===== src/rtl/mem_stage.sv =====
// -----------------------------------------------------------------------------
// mem_stage -- memory-access pipeline stage.
//
// Holds one instruction from EXE. It either finishes at once (ALU op, or an op
// whose request was suppressed by an exception) or waits for the data-SRAM
// response. Load data is latched, then the addressed byte or half is extracted
// and sign- or zero-extended. When a flush (cancel_exc_ertn) abandons an
// instruction whose response is still in flight, a 2-bit drop counter records
// that response so it is discarded later and not taken as the answer to a
// younger load.
//
// Ports
//   clk, reset                 clock, synchronous active-high reset
//   exe_to_mem_valid           EXE offers an instruction
//   mem_allowin                MEM can accept that instruction this cycle
//   exe_pc, exe_result         PC and ALU result / memory address
//   exe_res_from_mem           instruction is a load
//   exe_mem_all[7:0]           {mem_we, ld_b, ld_h, ld_w, ld_se, st_b, st_h, st_w}
//   exe_mem_req                EXE issued a data-SRAM request
//   exe_rf_all[5:0]            {rf_we, rf_waddr[4:0]}
//   exe_exc_rf[5:0]            exception flags (pass-through)
//   exe_csr_rf[78:0]           CSR bundle (pass-through); bit 78 = csr_wr,
//                              bits 77:64 = csr_wr_num
//   data_sram_data_ok/_rdata   SRAM response strobe and data
//   wb_allowin                 WB accepts this cycle
//   cancel_exc_ertn            flush from exception / ertn
//   mem_to_wb_valid            result offered to WB
//   mem_valid                  stage occupied
//   mem_pc, mem_result         PC and final writeback value
//   mem_rf_all, mem_exc_rf,    registered pass-through bundles
//   mem_csr_rf
//   mem_fwd_all[53:0]          {csr_wr, csr_wr_num[13:0], mem_wait, rf_we,
//                               rf_waddr[4:0], mem_result}
// -----------------------------------------------------------------------------
module mem_stage (
    input  logic        clk,
    input  logic        reset,
    input  logic        exe_to_mem_valid,
    output logic        mem_allowin,
    input  logic [31:0] exe_pc,
    input  logic [31:0] exe_result,
    input  logic        exe_res_from_mem,
    input  logic [7:0]  exe_mem_all,
    input  logic        exe_mem_req,
    input  logic [5:0]  exe_rf_all,
    input  logic [5:0]  exe_exc_rf,
    input  logic [78:0] exe_csr_rf,
    input  logic        data_sram_data_ok,
    input  logic [31:0] data_sram_rdata,
    input  logic        wb_allowin,
    input  logic        cancel_exc_ertn,
    output logic        mem_to_wb_valid,
    output logic        mem_valid,
    output logic [31:0] mem_pc,
    output logic [31:0] mem_result,
    output logic [5:0]  mem_rf_all,
    output logic [53:0] mem_fwd_all,
    output logic [5:0]  mem_exc_rf,
    output logic [78:0] mem_csr_rf
);

    typedef enum logic [1:0] {
        S_EMPTY = 2'd0,
        S_WAIT  = 2'd1,
        S_DONE  = 2'd2
    } state_t;

    state_t      r_state;
    logic [1:0]  r_drop_cnt;

    logic [31:0] r_pc;
    logic [31:0] r_result;
    logic        r_res_from_mem;
    logic        r_ld_b;
    logic        r_ld_h;
    logic        r_ld_se;
    logic [31:0] r_rdata;
    logic [5:0]  r_rf_all;
    logic [5:0]  r_exc_rf;
    logic [78:0] r_csr_rf;

    logic        w_capture;
    logic        w_req_eff;
    logic        w_dok_accept;
    logic        w_dok_dropped;
    logic        w_orphan;
    logic        w_mem_wait;
    logic [31:0] w_load_data;
    logic        w_unused;

    // Pick the addressed byte/half out of the response word and extend it.
    // ld_w (or no size flag) passes the whole word through.
    function automatic logic [31:0] load_extract(
        input logic [31:0] rdata,
        input logic [1:0]  addr,
        input logic        ld_b,
        input logic        ld_h,
        input logic        ld_se
    );
        logic [7:0]  b;
        logic [15:0] h;
        logic [31:0] res;
        case (addr)
            2'd0:    b = rdata[7:0];
            2'd1:    b = rdata[15:8];
            2'd2:    b = rdata[23:16];
            default: b = rdata[31:24];
        endcase
        h = addr[1] ? rdata[31:16] : rdata[15:0];
        if (ld_b)
            res = {{24{ld_se & b[7]}}, b};
        else if (ld_h)
            res = {{16{ld_se & h[15]}}, h};
        else
            res = rdata;
        return res;
    endfunction

    assign mem_valid       = (r_state != S_EMPTY);
    assign mem_to_wb_valid = (r_state == S_DONE);
    assign mem_allowin     = (r_state == S_EMPTY) | ((r_state == S_DONE) & wb_allowin);
    assign w_mem_wait      = (r_state == S_WAIT);

    // A flush blocks capture in the same cycle.
    assign w_capture = exe_to_mem_valid & mem_allowin & ~cancel_exc_ertn;

    // A pending exception means the request never reached the SRAM.
    assign w_req_eff = exe_mem_req & ~(|exe_exc_rf);

    // Responses arriving while the drop counter is non-zero belong to
    // abandoned instructions; only a response with the counter at zero is
    // the answer for the instruction waiting here.
    assign w_dok_dropped = data_sram_data_ok & (r_drop_cnt != 2'd0);
    assign w_dok_accept  = data_sram_data_ok & (r_drop_cnt == 2'd0) & (r_state == S_WAIT);

    // Flushing a waiting instruction leaves its response in flight, unless
    // that response is arriving in this very cycle.
    assign w_orphan = cancel_exc_ertn & (r_state == S_WAIT) & ~w_dok_accept;

    always_ff @(posedge clk) begin
        if (reset) begin
            r_state    <= S_EMPTY;
            r_drop_cnt <= 2'd0;
        end else begin
            case ({w_orphan, w_dok_dropped})
                2'b10:   if (r_drop_cnt != 2'd3) r_drop_cnt <= r_drop_cnt + 2'd1;
                2'b01:   r_drop_cnt <= r_drop_cnt - 2'd1;
                default: r_drop_cnt <= r_drop_cnt;
            endcase

            if (cancel_exc_ertn)
                r_state <= S_EMPTY;
            else if (w_capture)
                r_state <= w_req_eff ? S_WAIT : S_DONE;
            else if (w_dok_accept)
                r_state <= S_DONE;
            else if ((r_state == S_DONE) && wb_allowin)
                r_state <= S_EMPTY;
        end
    end

    // Instruction payload: only meaningful while the stage is occupied.
    always_ff @(posedge clk) begin
        if (w_capture) begin
            r_pc           <= exe_pc;
            r_result       <= exe_result;
            r_res_from_mem <= exe_res_from_mem;
            r_ld_b         <= exe_mem_all[6];
            r_ld_h         <= exe_mem_all[5];
            r_ld_se        <= exe_mem_all[3];
        end
        if (w_dok_accept && !cancel_exc_ertn)
            r_rdata <= data_sram_rdata;
    end

    // Bundles seen by later stages start from a known zero.
    always_ff @(posedge clk) begin
        if (reset) begin
            r_rf_all <= 6'd0;
            r_exc_rf <= 6'd0;
            r_csr_rf <= 79'd0;
        end else if (w_capture) begin
            r_rf_all <= exe_rf_all;
            r_exc_rf <= exe_exc_rf;
            r_csr_rf <= exe_csr_rf;
        end
    end

    assign w_load_data = load_extract(r_rdata, r_result[1:0], r_ld_b, r_ld_h, r_ld_se);

    assign mem_pc     = r_pc;
    assign mem_result = r_res_from_mem ? w_load_data : r_result;
    assign mem_rf_all = r_rf_all;
    assign mem_exc_rf = r_exc_rf;
    assign mem_csr_rf = r_csr_rf;

    // Write enables are qualified by occupancy so an empty stage never
    // claims a register; mem_wait makes ID stall instead of forwarding.
    assign mem_fwd_all = {mem_valid & r_csr_rf[78], r_csr_rf[77:64], w_mem_wait,
                          mem_valid & r_rf_all[5], r_rf_all[4:0], mem_result};

    // Store-size flags and mem_we are consumed by EXE, not here.
    assign w_unused = ^{exe_mem_all[7], exe_mem_all[4], exe_mem_all[2:0]};

endmodule


===== config.mk =====
export PLATFORM = sky130hd
export DESIGN_NAME = mem_stage
export DESIGN_NICKNAME = d
export VERILOG_FILES = /design/src/rtl/mem_stage.sv
export SDC_FILE = /design/constraint.sdc
export NUM_CORES = 1
export LEC_CHECK = 0
export ABC_AREA = 1
export CORE_AREA = 2 2 163 165
export DETAILED_ROUTE_END_ITERATION = 8
export DIE_AREA = 0 0 165 167
export GPL_TIMING_DRIVEN = 0
export HOLD_SLACK_MARGIN = 0.05
export PLACE_DENSITY = 0.68
export SETUP_SLACK_MARGIN = 0.02
export SYNTH_ARGS = -nofsm -noshare
export SYNTH_HDL_FRONTEND = slang
export SYNTH_SLANG_ARGS = --single-unit

===== constraint.sdc =====
create_clock -name clk -period 2.6 [get_ports clk]
set_input_delay 0.52 -clock clk [delete_from_list [all_inputs] [get_ports clk]]
set_output_delay 0.52 -clock clk [all_outputs]
set_load 0.05 [all_outputs]

# Word-level counts from Yosys, hierarchy flattened
# Cells that the tools add are included.
[op_classes]
mux = 11
add_sub_neg = 2
bitwise = 17
n_eq_ne = 8
n_reduce_logical = 13
[ops]
columns = ["op", "n"]
rows = [
  ["$mux 32", 3],
  ["$pmux 8 s3", 1],
  ["$mux 16", 1],
  ["$and 1x1->1", 13],
  ["$mux 2", 5],
  ["$eq 2x1->1 const B", 3],
  ["$eq 2x2->1 const B", 3],
  ["$logic_not 2->1", 3],
  ["$reduce_bool 2->1", 3],
  ["$reduce_or 6->1", 1],
  ["$ne 2x2->1 const B", 2],
  ["$pmux 2 s2", 1],
  ["$not 1->1", 3],
  ["$reduce_bool 3->1", 1],
  ["$add 2x1->2 const B", 1],
  ["$logic_and 1x1->1", 2],
  ["$reduce_and 2->1", 1],
  ["$reduce_or 2->1", 1],
  ["$sub 2x1->2 const B", 1],
  ["$logic_not 1->1", 1],
  ["$or 1x1->1", 1],
]
[word_totals]
regBits = 195
input_bits = 203
elab_cells = 63
output_inout_bits = 212

# Logic depth before layout (Yosys ltp)
# Gate-level depths: netlist of the first run.
[depth]
word_depth = 8
mapped_depth = 11
mapped_depth_nobuf = 9

# Least setup slack after synthesis of the first run
# No wires, ideal clock.
[synth_path]
kind = "flip-flop to output port"
from = "register r_ld_b"
to = "output mem_result[7]"
path_buffers = 3
setup_slack_ps = -175
t_arrival_ps = 2255
path_stages_with_launch = 7
cell_sequence = "edfxtp_1 -> inv_1 -> buf_2 -> clkbuf_1 -> nand3_1 -> a31oi_1 -> buf_4"
[synth_between]
elab_chain_len = 2
[synth_lines]
columns = ["item", "line_no", "rtl"]
rows = [
  ["from (decl)", "74", "logic r_ld_b;"],
  ["from (signal assigned)", "168", "r_ld_b <= exe_mem_all[6];"],
  ["$mux 32", "110", "if (ld_b)"],
  ["$mux 32", "192", "assign mem_result = r_res_from_mem ? w_load_data : r_result;"],
  ["to (decl)", "55", "output logic [31:0] mem_result,"],
]
# No other way between the ends.

# Worst setup path after layout of the first run
[layout_path]
from = "register r_result[1]"
to = "output mem_result[12]"
[layout_between]
elab_chain_len = 5
[layout_lines]
columns = ["item", "line_no", "rtl"]
rows = [
  ["from (decl)", "72", "logic [31:0] r_result;"],
  ["from (signal assigned)", "166", "r_result <= exe_result;"],
  ["$eq 2x2->1, or another cell as far along", "103", "case (addr)"],
  ["$pmux 8 s3", "103", ""],
  ["$and 1x1->1", "111", "res = {{24{ld_se & b[7]}}, b};"],
  ["$mux 32 *", "110", ""],
  ["$mux 32 *", "192", ""],
]
# Every way passes the cells marked *; elsewhere a longest branch is shown, timed or not.

==> results of run 1 <==
-- sequential cells by signal, indices dropped and copies added, names as in the netlist --
signal / flops
mem_rf_all: 6
r_rdata: 32
r_ld_h: 1
r_result: 32
r_ld_b: 1
r_state: 2
r_drop_cnt: 2
mem_exc_rf: 6
mem_pc: 32
mem_csr_rf: 79
r_ld_se: 1
r_res_from_mem: 1
-- power by group through the flow --
| stage | registers [W] | logic [W] | clock network [W] |
|---|---|---|---|
| final | 0.00345 | 0.00204 | 0.00264 |
| after global placement | 0.00352 | 0.00189 | 0 |
| after CTS | 0.00346 | 0.00199 | 0.00272 |
| after floorplan | 0.00391 | 0.000698 | 0 |
| after global routing | 0.00347 | 0.00215 | 0.00285 |
| after detailed placement | 0.00353 | 0.00191 | 0 |
-- timing repair --
action | 4_1_cts | 5_1_grt
pin swaps | 10 | 13
cloned | 1 | 1
buffers inserted | 7 | 7
endpoints found under the setup margin | 65 | 64
gates resized for setup | 511 | 91
-- layer usage --
metal	vias up	track usage (%)
met4	4	6.427
met2	360	36.97
li1	3752	-
met5	-	0
met1	3491	21.83
met3	29	6.849
-- through the flow --
| stage | cell area [µm²] | setup WS [ns] | util [%] |
|---|---|---|---|
| floorplan | 8117 | 0.05827 | - |
| global placement | 12630 | -1.245 | 49.02 |
| detailed placement | 12660 | -0.4333 | 49.13 |
| CTS | 13590 | -0.1514 | 52.75 |
| global route | 13940 | -0.2193 | 54.11 |
| finish | 13950 | -0.1592 | 54.13 |
-- worst min path at each step --
| stage | slack, ns | from | cells past startpoint | to |
|---|---|---|---|---|
| after detailed placement | 0.47 | mem_csr_rf[10]$_SDFFE_PP0P_ | 2 | mem_csr_rf[10]$_SDFFE_PP0P_ |
| after global routing | 0.51 | mem_csr_rf[37]$_SDFFE_PP0P_ | 2 | mem_csr_rf[37]$_SDFFE_PP0P_ |
| after CTS | 0.49 | mem_rf_all[5]$_SDFFE_PP0P_ | 2 | mem_rf_all[5]$_SDFFE_PP0P_ |
| final | 0.48 | mem_csr_rf[45]$_SDFFE_PP0P_ | 2 | mem_csr_rf[45]$_SDFFE_PP0P_ |
| after floorplan | 0.46 | r_drop_cnt[1]$_SDFFE_PP0P_ | 2 | r_drop_cnt[1]$_SDFFE_PP0P_ |
| after global placement | 0.46 | mem_csr_rf[58]$_SDFFE_PP0P_ | 2 | mem_csr_rf[58]$_SDFFE_PP0P_ |
-- critical path, stage by stage, from the launching register on --
cell and delay [ns]:
edfxtp_1 0.55, buf_6 0.21, nand2_4 0.07, inv_4 0.04, buf_6 0.12, o211ai_1 0.27
nand2_1 0.08, nand2_1 0.08, nand2_2 0.10, buf_6 0.14, buf_8 0.14
-- logic make-up (layout without fill, tap and decap cells) --
kind of cell / Yosys count / after routing / synth area share [%]
DFF: 195 / 195 / 60.49
buffers and inverters: 133 / 591 / 9.568
and+or+nand+nor: 427 / 427 / 20.80
other: 0 / 4 / 0
AOI/OAI and AO/OA: 140 / 140 / 9.136
-- final cells by class --
cell class                      count  area (µm²)  area share, %
Antenna cell                        4       10.01        0.07177
Buffer                            100       698.2          5.006
Clock buffer                       19       452.9          3.248
Tap cell                          335       419.2          3.006
Clock inverter                     13       137.6         0.9869
Inverter                           33       128.9         0.9241
Sequential cell                   195        4905          35.17
Multi-Input combinational cell    567        2638          18.91
Timing Repair Buffer              426        4557          32.68
-- synthesized netlist by cell type, drive strengths merged --
cell type / count / area, µm²
o21ai: 116 / 588.1
nand2: 211 / 809.5
a31oi: 1 / 6.260
o211ai: 7 / 52.55
a21boi: 1 / 7.510
a221oi: 1 / 8.760
clkbuf: 22 / 82.58
or2: 1 / 6.260
nor2: 197 / 749.5
nand3: 17 / 115.1
edfxtp: 100 / 3003
clkinv: 1 / 3.750
a21oi: 14 / 77.58
dfxtp: 95 / 1902
inv: 32 / 120.1
buf: 78 / 569.3
nand4: 1 / 6.260
==> results.yml, run 1 <==
power_and_ir_drop:
  p_clk_share_pct: 32.5
  p_per_area_mw_per_mm2: 583.3
  p_leak_nw: 5.660
  switchingPower_w: 0.002562
  power.internal_w: 0.005573
  sw_frac_of_total_pct: 31.49
  worst_ir_drop_vdd_v: 0.0003719
  power_w: 0.008134
  p_seq_share_pct: 42.5
  p_comb_share_pct: 25.1
setup_path:
  path_max_fanout: 6
  worst_r2r_path_depth: 4
  worstPathRequired_ns: 2.08
  crit_path_end_kind: "output pin"
  reg2reg_from: "r_state[0]$_SDFFE_PP0P_"
  critical_path_class: "reg -> out"
  crit_path_start_kind: "flop"
  r2r_slack_ns: 0.44
  r2r-end: "mem_pc[29]$_DFFE_PP_"
  startpoint: "r_result[1]$_DFFE_PP_"
  endpoint: "mem_result[12]"
  arrival_ns: 2.24
placement:
  io_buffers: 409
  dp_hpwl_um: 22180
  gp_routability_congestion: 0.8840
  placedCellCount: 1640
drt:
  met1_length_um: 10470
  drt_wl_total_um: 28550
  highest_layer: "met5"
  initialDrtViolationCount: 376
  route.met2.wl_um: 14850
  wl_met3_um: 2671
  route.detailed.drc: 0
  vias: 7636
  detail-route-antenna-nets: 0
  wl_per_cell_um: 16.87
  vias_per_cell: 4.513
  dr.pass1.iters: 5
clock_tree:
  cts_buffers: 17
  cts.htree.levels: 4
  clock-sinks: 195
  root_buffer: "clkbuf_16"
  clkSlewWorstSetupHoldPaths_ns: 0.08
  hold_buffers: 0
  cts_tree: "built"
  cts.path.max_buffers: 2
  clkLatencyLatePin_ns: 0.42
timing:
  slew_headroom_pct: 30.87
  fmaxAchievable_mhz: 362.4
  finClkSkew_ns: 0.01706
  setup_viol: 34
  whs_ns: 0.4838
  hold_violations: 0
  period_needed_ns: 2.759
  fin_crit_sh_pct: 106.1
  report.final.slew_viol_count: 0
  tightest_slew_ns: 1.037
  setup_ws_ns: -0.1592
  tns_ns: -2.149
  rsz0062_at_grt: "true"
floorplan:
  core-area_mm2: 0.02576
  rows: 59
  num_io_pins: 415
  dieWidth_um: 165
  die_area_mm2: 0.02756
  die_y_um: 167
  start_util_pct: 31.47
layout:
  area_growth_pct: 72.01
  fillers: 2324
  fin_nets: 1543
  layout.cells.most_common_list: "clkdlybuf4s50_1, nor2_1, nand2_1"
  instances_no_fill: 1692
  final_common_cell: "clkdlybuf4s50_1"
  drive_gt1_share_pct: 19.73
global_routing:
  grtUsageTotal_pct: 20.29
  grt_overflow_total: 0
  grt_max_degree: 78
  grt_pass1_wl_um: 42110
  grt_pass1_vias: 7568
  antenna_found_initial: 6
min_path:
  hold_path_class: "reg -> reg"
synthesis:
  synth_cells: 895
  synth.distinct_cells: 30
  ys_ff_latch: 195
  syn_avg_cell_area_um2: 9.059
  ys_warn_count: 0
  synthesis.nets: 1098
  ys_seq_area_share_pct: 60.49
  syn-cell-area_mm2: 0.008108
outcome:
  violations: "negative setup slack"
  status: "finished, violations left"
run:
  max-cap-violations: 0
No activity file was read; power rests on OpenSTA's default activity.
==> inputs of run 2 (changes only) <==
Settings changed: CAP_MARGIN from default to 20.
==> results of run 2 <==
The final DEF is identical to that of run 1; final timing and power are the same.
==> inputs of run 3 (changes only) <==
Settings changed: SETUP_SLACK_MARGIN 0.02 to 0.15.
==> run 3 against run 2 <==
  * The run still ends with negative setup slack left
  * Worst hold slack got worse by 0.0059 ns
  * Routed wire length decreased by 0.45%
  * Sequential cell count unchanged
  * Largest cell class unchanged
==> results.yml, run 3 (synthesis results as in run 1) <==
floorplan:
  num_io_pins: 415
  dieWidth_um: 165
  die_area_mm2: 0.02756
  start_util_pct: 31.47
  rows: 59
  die_y_um: 167
  core-area_mm2: 0.02576
power_and_ir_drop:
  p_leak_nw: 5.715
  p_per_area_mw_per_mm2: 585.9
  worst_ir_drop_vdd_v: 0.0003185
  power_w: 0.008188
timing:
  setup_ws_ns: -0.1695
  rsz0062_at_grt: "true"
  tightest_slew_ns: 0.7235
  fin_crit_sh_pct: 106.5
  setup_viol: 48
  finClkSkew_ns: 0.01567
  period_needed_ns: 2.770
  fmaxAchievable_mhz: 361.1
  whs_ns: 0.4779
  report.final.slew_viol_count: 0
  hold_violations: 0
  slew_headroom_pct: 51.77
drt:
  vias_per_cell: 4.526
  detail-route-antenna-nets: 0
  drt_wl_total_um: 28420
  dr.pass1.iters: 7
  vias: 7645
  initialDrtViolationCount: 370
  route.detailed.drc: 0
  wl_per_cell_um: 16.83
layout:
  largest_reg_flops: 79
  layout.cells.most_common_list: "clkdlybuf4s50_1, nor2_1, nand2_1"
  area_growth_pct: 72.38
  final_area_mm2: 0.01398
  fin_nets: 1542
  drive_gt1_share_pct: 20.04
  final_common_cell: "clkdlybuf4s50_1"
min_path:
  hold_path_class: "reg -> reg"
outcome:
  status: "finished, violations left"
  violations: "negative setup slack"
setup_path:
  startpoint: "r_result[1]$_DFFE_PP_"
  path_max_fanout: 10
  reg2reg_from: "r_state[0]$_SDFFE_PP0P_"
  arrival_ns: 2.25
  worst_r2r_path_depth: 4
  critical_path_class: "reg -> out"
  crit_path_end_kind: "output pin"
  r2r-end: "mem_pc[30]$_DFFE_PP_"
  crit_path_start_kind: "flop"
  r2r_slack_ns: 0.66
  endpoint: "mem_result[13]"
  worstPathRequired_ns: 2.08
placement:
  dp_hpwl_um: 21650
  dpl-instance-area_mm2: 0.01266
  io_buffers: 409
  gp_routability_congestion: 0.8680
clock_tree:
  cts.htree.levels: 4
  clkLatencyLatePin_ns: 0.44
  clock-sinks: 195
  cts_tree: "built"
  root_buffer: "clkbuf_16"
  cts.path.max_buffers: 2
  cts_buffers: 17
  clkSlewWorstSetupHoldPaths_ns: 0.08
global_routing:
  grt_pass1_vias: 7511
  antenna_found_initial: 2
  grtUsageTotal_pct: 20.22
  grt_overflow_total: 0
  grt_pass1_wl_um: 41970
  grt_max_degree: 78
run:
  max-cap-violations: 0
==> run 3: cell count changes in the layout (fill, tap and decap cells not counted), moves of 4 or more <==
cell / before / now
buf_8: 52 / 61
nand2_1: 158 / 166
o21ai_1: 15 / 9
buf_4: 58 / 53
clkdlybuf4s50_1: 344 / 339
nand2_4: 8 / 3
o21ai_2: 4 / 9
dlygate4sd2_1: 1 / 5
nor2_1: 194 / 190
==> run 3: final cells by class <==
class / count / area (µm²)
sequential: 195 / 4905
fill: 2303 / 11790
multi-input combinational: 567 / 2654
buffer: 100 / 726.9
clock inverter: 14 / 155.1
timing repair buffer: 425 / 4541
inverter: 33 / 131.4
tap: 335 / 419.2
antenna: 2 / 5.005
clock buffer: 18 / 439.2
==> run 3: metrics by stage <==
step	setup WS [ns]	std cells	TNS, ns	utilization, %
floorplan	0.1192	895	0	-
global placement	-0.5380	1639	-47.81	49.03
detailed placement	-0.4759	1640	-35.01	49.13
CTS	-0.08819	1681	-1.519	53.45
global route	-0.2587	1687	-9.064	54.23
finish	-0.1695	1689	-3.266	54.25
==> run 3: worst max-delay path, stage by stage (launching register included) <==
cell and delay (ns):
edfxtp_1 0.55, nand2_2 0.16, clkinv_4 0.08, a21oi_4 0.16
nand3_4 0.13, buf_6 0.17, nand2_1 0.06, nand2_1 0.06
nand2_2 0.14, buf_4 0.15, buf_8 0.14
==> run 3: power breakdown <==
| part | internal (W) | total [W] | switching, W |
|---|---|---|---|
| combinational | 0.000857 | 0.00204 | 0.00119 |
| sequential | 0.00338 | 0.00345 | 0.0000743 |
| clock | 0.00136 | 0.00269 | 0.00134 |
| total | 0.00559 | 0.00819 | 0.00260 |
==> run 3: how the worst min path moves through the flow <==
stage,startpoint,to,depth (start not counted)
final,mem_rf_all[5]$_SDFFE_PP0P_,mem_rf_all[5]$_SDFFE_PP0P_,2
after CTS,mem_rf_all[5]$_SDFFE_PP0P_,mem_rf_all[5]$_SDFFE_PP0P_,2
after detailed placement,mem_csr_rf[9]$_SDFFE_PP0P_,mem_csr_rf[9]$_SDFFE_PP0P_,2
after global routing,mem_csr_rf[61]$_SDFFE_PP0P_,mem_csr_rf[61]$_SDFFE_PP0P_,2
after global placement,mem_csr_rf[23]$_SDFFE_PP0P_,mem_csr_rf[23]$_SDFFE_PP0P_,2
after floorplan,r_drop_cnt[1]$_SDFFE_PP0P_,r_drop_cnt[1]$_SDFFE_PP0P_,2
==> run 3: repair_timing <==
item	in CTS	in global routing
endpoints found under the hold margin	0	0
buffers inserted	8	5
cloned	1	1
hold buffers	0	0
pin swaps	12	18
setup endpoints to repair	69	134
gates resized for setup	571	47
==> run 3: layer usage <==
layer / global-route usage [%] / vias up / wire length, µm
li1: - / 3748 / -
met5: 0 / - / 0
met2: 37.25 / 341 / 14880
met1: 21.63 / 3516 / 10230
met4: 5.709 / 0 / 540
met3: 6.924 / 40 / 2776
